File: src/rtl/i2c_target_regfile.sv
// I2C target with a byte register file: oversampled SCL/SDA, auto-incrementing pointer,
// repeated START, write strobe and a registered local read port.
module i2c_glitch_filter #(
  parameter int FILTER = 3
) (
  input  logic clk,
  input  logic reset,
  input  logic din,
  output logic dout
);
  localparam int CW = (FILTER < 2) ? 1 : $clog2(FILTER + 1);

  logic [1:0]    sync;
  logic [CW-1:0] cnt;

  // Output follows the synchronised level only after FILTER consecutive differing samples.
  always_ff @(posedge clk) begin
    if (reset) begin
      sync <= 2'b11;
      cnt  <= '0;
      dout <= 1'b1;
    end else begin
      sync <= {sync[0], din};
      if (sync[1] != dout) begin
        if (cnt == CW'(FILTER - 1)) begin
          dout <= sync[1];
          cnt  <= '0;
        end else begin
          cnt <= cnt + 1'b1;
        end
      end else begin
        cnt <= '0;
      end
    end
  end
endmodule

module i2c_target_regfile #(
  parameter logic [6:0] I2C_ADDR = 7'h50,
  parameter int         PTR_W    = 4,
  parameter int         FILTER   = 3
) (
  input  logic             clk,
  input  logic             reset,
  input  logic             scl_i,
  input  logic             sda_i,
  output logic             sda_oe,
  output logic             busy,
  output logic             wr_stb,
  output logic [PTR_W-1:0] wr_addr,
  output logic [7:0]       wr_data,
  input  logic [PTR_W-1:0] loc_addr,
  output logic [7:0]       loc_rdata
);
  localparam int DEPTH = 1 << PTR_W;

  typedef enum logic [2:0] {
    ST_IDLE, ST_ADDR, ST_ADDR_ACK, ST_PTR, ST_WDATA, ST_RDATA, ST_IGNORE
  } state_t;

  state_t                     state;
  logic [DEPTH-1:0][7:0]      mem;
  logic [PTR_W-1:0]           ptr;
  logic [6:0]                 sr;
  logic [3:0]                 bit_cnt;
  logic                       rw;
  logic [1:0]                 pad;
  logic [1:0]                 flt;
  logic                       scl_q, sda_q;
  logic                       scl_f, sda_f;
  logic                       scl_rise, scl_fall, start_c, stop_c;
  logic [7:0]                 rx_byte;

  assign pad = {scl_i, sda_i};

  for (genvar g = 0; g < 2; g++) begin : g_flt
    i2c_glitch_filter #(.FILTER(FILTER)) u_flt (
      .clk  (clk),
      .reset(reset),
      .din  (pad[g]),
      .dout (flt[g])
    );
  end

  assign scl_f    = flt[1];
  assign sda_f    = flt[0];
  assign scl_rise = scl_f & ~scl_q;
  assign scl_fall = ~scl_f & scl_q;
  assign start_c  = scl_f & scl_q & sda_q & ~sda_f;
  assign stop_c   = scl_f & scl_q & ~sda_q & sda_f;
  assign rx_byte  = {sr, sda_f};

  always_ff @(posedge clk) begin
    if (reset) begin
      scl_q <= 1'b1;
      sda_q <= 1'b1;
    end else begin
      scl_q <= scl_f;
      sda_q <= sda_f;
    end
  end

  // bit_cnt counts SCL rises within a byte; 8 = ACK slot pending, 9 = ACK slot high phase done.
  always_ff @(posedge clk) begin
    if (reset) begin
      state     <= ST_IDLE;
      mem       <= '0;
      ptr       <= '0;
      sr        <= '0;
      bit_cnt   <= '0;
      rw        <= 1'b0;
      sda_oe    <= 1'b0;
      busy      <= 1'b0;
      wr_stb    <= 1'b0;
      wr_addr   <= '0;
      wr_data   <= '0;
      loc_rdata <= '0;
    end else begin
      wr_stb    <= 1'b0;
      loc_rdata <= mem[loc_addr];
      if (start_c) begin
        state   <= ST_ADDR;
        bit_cnt <= '0;
        sda_oe  <= 1'b0;
      end else if (stop_c) begin
        state   <= ST_IDLE;
        bit_cnt <= '0;
        sda_oe  <= 1'b0;
        busy    <= 1'b0;
      end else begin
        case (state)
          ST_ADDR, ST_PTR, ST_WDATA, ST_ADDR_ACK: begin
            if (scl_rise && bit_cnt < 4'd8 && state != ST_ADDR_ACK) begin
              sr      <= rx_byte[6:0];
              bit_cnt <= bit_cnt + 4'd1;
              if (bit_cnt == 4'd7) begin
                case (state)
                  ST_ADDR: begin
                    if (rx_byte[7:1] == I2C_ADDR) begin
                      state <= ST_ADDR_ACK;
                      rw    <= rx_byte[0];
                      busy  <= 1'b1;
                    end else begin
                      state <= ST_IGNORE;
                      busy  <= 1'b0;
                    end
                  end
                  ST_PTR: ptr <= rx_byte[PTR_W-1:0];
                  default: begin
                    mem[ptr] <= rx_byte;
                    wr_stb   <= 1'b1;
                    wr_addr  <= ptr;
                    wr_data  <= rx_byte;
                    ptr      <= ptr + 1'b1;
                  end
                endcase
              end
            end else if (scl_rise && bit_cnt == 4'd8) begin
              bit_cnt <= 4'd9;
            end else if (scl_fall && bit_cnt == 4'd8) begin
              sda_oe <= 1'b1;
            end else if (scl_fall && bit_cnt == 4'd9) begin
              bit_cnt <= '0;
              sda_oe  <= 1'b0;
              case (state)
                ST_ADDR_ACK: begin
                  if (rw) begin
                    // First read bit goes out on the same fall that ends the ACK slot.
                    state  <= ST_RDATA;
                    sr     <= mem[ptr][6:0];
                    sda_oe <= ~mem[ptr][7];
                  end else begin
                    state <= ST_PTR;
                  end
                end
                ST_PTR:  state <= ST_WDATA;
                default: state <= state;
              endcase
            end
          end
          ST_RDATA: begin
            if (scl_rise && bit_cnt < 4'd8) begin
              bit_cnt <= bit_cnt + 4'd1;
            end else if (scl_rise && bit_cnt == 4'd8) begin
              ptr <= ptr + 1'b1;
              if (!sda_f) bit_cnt <= 4'd9;
              else        state   <= ST_IGNORE;
            end else if (scl_fall && bit_cnt == 4'd8) begin
              sda_oe <= 1'b0;
            end else if (scl_fall && bit_cnt == 4'd9) begin
              bit_cnt <= '0;
              sr      <= mem[ptr][6:0];
              sda_oe  <= ~mem[ptr][7];
            end else if (scl_fall && bit_cnt != 4'd0) begin
              sda_oe <= ~sr[6];
              sr     <= {sr[5:0], 1'b1};
            end
          end
          default: sda_oe <= 1'b0;
        endcase
      end
    end
  end
endmodule

File: config.mk
export PLATFORM = sky130hd
export DESIGN_NAME = i2c_target_regfile
export DESIGN_NICKNAME = d
export VERILOG_FILES = /design/src/rtl/i2c_target_regfile.sv
export SDC_FILE = /design/constraint.sdc
export NUM_CORES = 1
export LEC_CHECK = 0
export CAP_MARGIN = 15
export CORE_MARGIN = 4
export CORE_UTILIZATION = 45
export DETAILED_ROUTE_END_ITERATION = 7
export SLEW_MARGIN = 30
export SYNTH_ARGS = -nofsm -noshare
export SYNTH_HDL_FRONTEND = slang
export SYNTH_SLANG_ARGS = --single-unit
File: constraint.sdc
create_clock -name clk -period 5.5 [get_ports clk]
set_input_delay 0.825 -clock clk [delete_from_list [all_inputs] [get_ports clk]]
set_output_delay 0.825 -clock clk [all_outputs]
set_load 0.05 [all_outputs]
Word-level counts from Yosys, hierarchy flattened
Index checks and enable logic that the tools add are counted.
{ "totals": {"register_bits": 182, "elab_cells": 208} }
{ "op_classes": {"n_addsub": 4, "order_cmp": 4, "eq_ne": 45, "n_mux": 67, "n_bitwise": 21, "n_reduce_logical": 31} }
{ "ops": {"columns": ["cell", "n"], "rows": [
  ["$bwmux W128", 1],
  ["$mux W7", 11],
  ["$bmux W8 S4", 2],
  ["$mux W4", 11],
  ["$mux W3", 11],
  ["$demux W8 S4", 1],
  ["$ne A3 B3 Y1 const B", 9],
  ["$ne A5 B5 Y1 const B", 5],
  ["$mux W8", 3],
  ["$pmux W4 S2", 3],
  ["$mux W1", 20],
  ["$ne A4 B4 Y1 const B", 5],
  ["$reduce_and A10 Y1", 2],
  ["$ne A2 B2 Y1 const B", 9],
  ["$not A1 Y1", 14],
  ["$pmux W7 S2", 1],
  ["$pmux W3 S2", 2],
  ["$reduce_and A12 Y1", 1],
  ["$reduce_and A6 Y1", 2],
  ["$lt A4 B5 Y1 const B", 2],
  ["$reduce_bool A2 Y1", 5],
  ["$reduce_or A3 Y1", 3],
  ["$add A4 B1 Y4 const B", 2],
  ["$eq A4 B4 Y1 const B", 2],
  ["other kinds (25)", 45]
]} }

Depth between registers and ports, before layout
{ "logic_depth": {"word_depth": 10, "depth_mapped": 9, "ltp_nobuf": 8} }

By module
A second synthesis with hierarchy kept.
{ "hier_totals": {"hier_cells": 1037, "area_unflattened_um2": 9313.9} }
{ "modules_own_cells": {"columns": ["mod", "instances", "cells_each", "area_each_um2"], "rows": [
  ["i2c_target_regfile", 1, 1009, 8981.1],
  ["i2c_glitch_filter", 2, 14, 166.4]
]} }

Worst setup path after synthesis
OpenSTA, ideal clock, no wires.
{ "synth_timing": {"path_type": "input port to flip-flop", "from": "input loc_addr[1]", "to": "register loc_rdata[0]", "arrival_ns": 2.555, "path_slack_ns": 2.817, "cell_stages": 6, "path_buffers": 3, "path_cell_list": "clkbuf_1 -> buf_1 -> buf_2 -> mux4_2 -> mux4_2 -> nor2b_1"} }
{ "synth_via": {"elab_chain_cells": 2} }
{ "synth_rtl": {"columns": ["element", "line_no", "text"], "rows": [
  ["from (decl)", "52", "input logic [PTR_W-1:0] loc_addr,"],
  ["$bmux W8 S4", "120", "loc_rdata <= mem[loc_addr];"],
  ["$mux W8 (implied by the code)", "120", null],
  ["to (signal assigned)", "120", null],
  ["to (decl)", "53", "output logic [7:0] loc_rdata"]
]} }
No other way between the ends. The select of a mux whose other input is x is not followed.
A chain may end at the register's enable or synchronous reset.

Worst setup path after layout
{ "layout_timing": {"from": "register g_flt[1].u_flt.dout", "to": "register mem[126] (netlist name)"} }
{ "layout_via": {"elab_chain_cells": 5, "elab_cells_between_ends": 11, "classes_between": "bitwise (8); reduce/logical (3)"} }
{ "layout_rtl": {"columns": ["element", "line_no", "text"], "rows": [
  ["from (decl)", "9", "output logic dout"],
  ["from (signal assigned)", "26", "dout <= sync[1];"],
  ["$and A1 B1 Y1", "89, 90", null],
  ["$and A1 B1 Y1, on equally long branches (2 in series)", "90, 89", null],
  ["$not A1 Y1 (no line)", null, null],
  ["$reduce_and A6 Y1 (no line) (*)", null, null],
  ["to (signal, indexed assignment)", "150", "mem[ptr] <= rx_byte;"],
  ["to (decl)", "62", "logic [DEPTH-1:0][7:0] mem;"]
]} }
Every way passes the cells marked *; elsewhere a longest branch is shown, timed or not.

==> flow_summary.json <==
{
  "status": "complete, no violations",
  "die_x_um": 152,
  "cts_tree": "built",
  "hpwl_um": 15000,
  "cts_resized": 0,
  "rsz0062_at_grt": "no",
  "grt_max_degree": 96,
  "regArea_um2": 3650,
  "die_h_um": 152,
  "ys_ff_latch": 182,
  "netlist_area_um2": 9340,
  "start_util_pct": 46.0,
  "maxCapViolCount": 0,
  "hold_buffers": 0,
  "cp-end-kind": "register",
  "wl_per_cell_um": 21.5,
  "drtIter0Drc": 486,
  "clk_transition_reported_paths_ns": 0.07,
  "synthDistinctLibCells": 59,
  "boundaryPins": 31,
  "critPathLaunch": "g_flt[1].u_flt.dout",
  "clkLatencyLatePin_ns": 0.43,
  "synth_adder_area_share_pct": 1.21,
  "synth-simple-area-share_pct": 15.7,
  "synth_top_family_by_area": "multiplexers",
  "nFillCells": 1813,
  "synth-main-ff-cell": "dfxtp_1",
  "setup_violations": 0,
  "hold-path-cell-count": 1,
  "async_flop_share_pct": 0,
  "fmax_mhz": 333,
  "critPathKind": "register to register",
  "drtAntennaViolNets": 0,
  "synthXorXnorAreaFrac_pct": 0.375,
  "yosys.area.top_type": "dfxtp_1",
  "via_per_inst": 5.93,
  "required_ns": 5.79,
  "ys_seq_area_share_pct": 39.0,
  "synth-compound-area-share_pct": 4.94,
  "final_layout_size_suffix_gt1_share_pct": 16.6,
  "syn_inst": 845,
  "antenna_cells": 0,
  "p_per_area_nw_per_um2": 257,
  "ctsHtreeMaxLevel": 4,
  "drc": 0,
  "grt_pass1_wl_um": 37900,
  "finalNetCount": 843,
  "maxSlewViolCount": 0,
  "min_to": "g_flt[1].u_flt.cnt[0]",
  "period_needed_ns": 3.00,
  "r2r_slack_ns": 2.50,
  "irDropWorstVdd_uv": 197,
  "cp_max_fo": 32,
  "num_vias": 6574,
  "die-area_um2": 23100,
  "grt-ovfl-total": 0,
  "tightest_slew_ns": 0.946,
  "p_leak_nw": 4.41,
  "syn_area_per_cell_um2": 11.1,
  "reg2reg_depth": 7,
  "syn-num-nets": 862,
  "place.gp.congestion": 0.862,
  "hold_slack_ns": 0.409,
  "skew_ns": 0.00804,
  "timing.rr.start": "g_flt[1].u_flt.dout",
  "synth_top_cells_by_count": "dfxtp_1, nor2_1, mux2i_1",
  "numCtsBuffers": 17,
  "clock-sinks": 182,
  "antenna_found_initial": 0,
  "hold_path.class": "register to register",
  "synth_edf_count": 0,
  "area_delta_synth_final_pct": 9.77,
  "drt-total-wl_um": 23900,
  "clockBufferDepth": 2,
  "synth.area.top_cells": "dfxtp_1, mux4_2, mux2i_1",
  "drt_first_pass_iters": 5,
  "yosysMostFrequentCell": "dfxtp_1",
  "num_rows": 52,
  "core_um2": 20300,
  "multiInputGateArea_um2": 5320,
  "slew_headroom_pct": 36.9,
  "synth_warnings": 0,
  "hold_violations": 0,
  "grt_usage_pct": 20.6,
  "critPathArrivalTime_ns": 3.29,
  "rr_endpoint": "mem[126]",
  "startpoint_type": "register",
  "finalSetupTns_ns": 0,
  "cts_setup_buffers": 0,
  "min_period_over_period_pct": 54.5,
  "grt_pass1_vias": 6585,
  "synth.top_cell.area_share_pct": 39.0,
  "portBuffers": 30,
  "cts_root_buf": "clkbuf_16",
  "synthMuxAreaShare_pct": 34.7,
  "holdCritStartpoint": "g_flt[1].u_flt.cnt[0]"
}
final cells by class:
class / instances / share of cell area (%)
Tap cell: 270 / 3.29
Timing Repair Buffer: 37 / 3.43
Sequential cell: 182 / 35.6
Clock buffer: 22 / 4.62
Clock inverter: 10 / 0.939
Multi-Input combinational cell: 580 / 51.9
Inverter: 8 / 0.293
worst max path at each step:
stage,to,slack (ns),cells after the start
6_report,mem[126],2.50,7
5_1_grt,mem[122],2.33,7
4_1_cts,mem[115],2.48,7
3_5_place_dp,loc_rdata[5],2.43,5
3_3_place_gp,loc_rdata[3],2.45,4
2_1_floorplan,loc_rdata[0],2.82,6
state kept, by name (all words and copies together) (netlist names), 4 cells and up:
| name | flops |
|---|---|
| loc_rdata | 8 |
| wr_addr | 4 |
| g_flt.u_flt.sync | 4 |
| wr_data | 8 |
| g_flt.u_flt.cnt | 4 |
| bit_cnt | 4 |
| mem | 128 |
| ptr | 4 |
| sr | 7 |
routing by layer:
layer  vias up  part of all wire [%]  GRT usage, %
met5         -                     0             0
met4         0                   2.7          7.41
met2       215                    50          35.4
met1      3299                    42          26.4
li1       3013                     -             -
met3        47                   5.3          3.56
logic make-up after synthesis:
kind of cell,Yosys count
buffers and inverters,83
muxes,221
xor gates and xnor gates,4
DFF,182
AOI/OAI and AO/OA,71
adders and majority gates,9
and+or+nand+nor,275
cell usage in the layout (no fill, tap or decap), types with 5 or more instances in the layout:
cell and count:
clkbuf_16 17, and2_1 5, a211oi_1 8, buf_4 8, or2_2 7, ha_1 9
nor3_1 5, mux4_2 68, clkdlybuf4s50_1 28, nand2_1 24, nand2b_1 10, a21oi_1 28
inv_1 8, dfxtp_1 179, nor2b_1 17, mux2i_1 142, nor2_1 161, o21ai_0 10
nand3_4 14, nand3_1 6, mux4_1 11
worst max-delay path, stage by stage (launching register included):
cell and delay (ns):
dfxtp_1 0.56, nor3b_4 0.35, nand2_2 0.16, nor4_4 0.29
buf_4 0.56, nand3_2 0.55, mux2i_1 0.31, nor2_1 0.06
where the power goes:
part	total, mW	internal (mW)	switching [mW]
clock network	1.18	0.661	0.523
registers	1.36	1.32	0.0323
logic	0.0969	0.0354	0.0615
total	2.64	2.02	0.616
metrics by stage:
step           utilization, %  power [mW]  cell area (µm²)  setup WS, ns  instances
6_report                 50.5        2.64            10300          2.50       1109
5_1_grt                  50.5        2.72            10300          2.33       1109
4_1_cts                  50.5        2.66            10300          2.48       1109
3_5_place_dp             47.7        1.48             9680          2.43       1077
3_3_place_gp             47.7        1.48             9680          2.45       1077
2_1_floorplan               -        1.45             9340          2.82        845
Note: power is estimated with default switching activity, not from simulation.
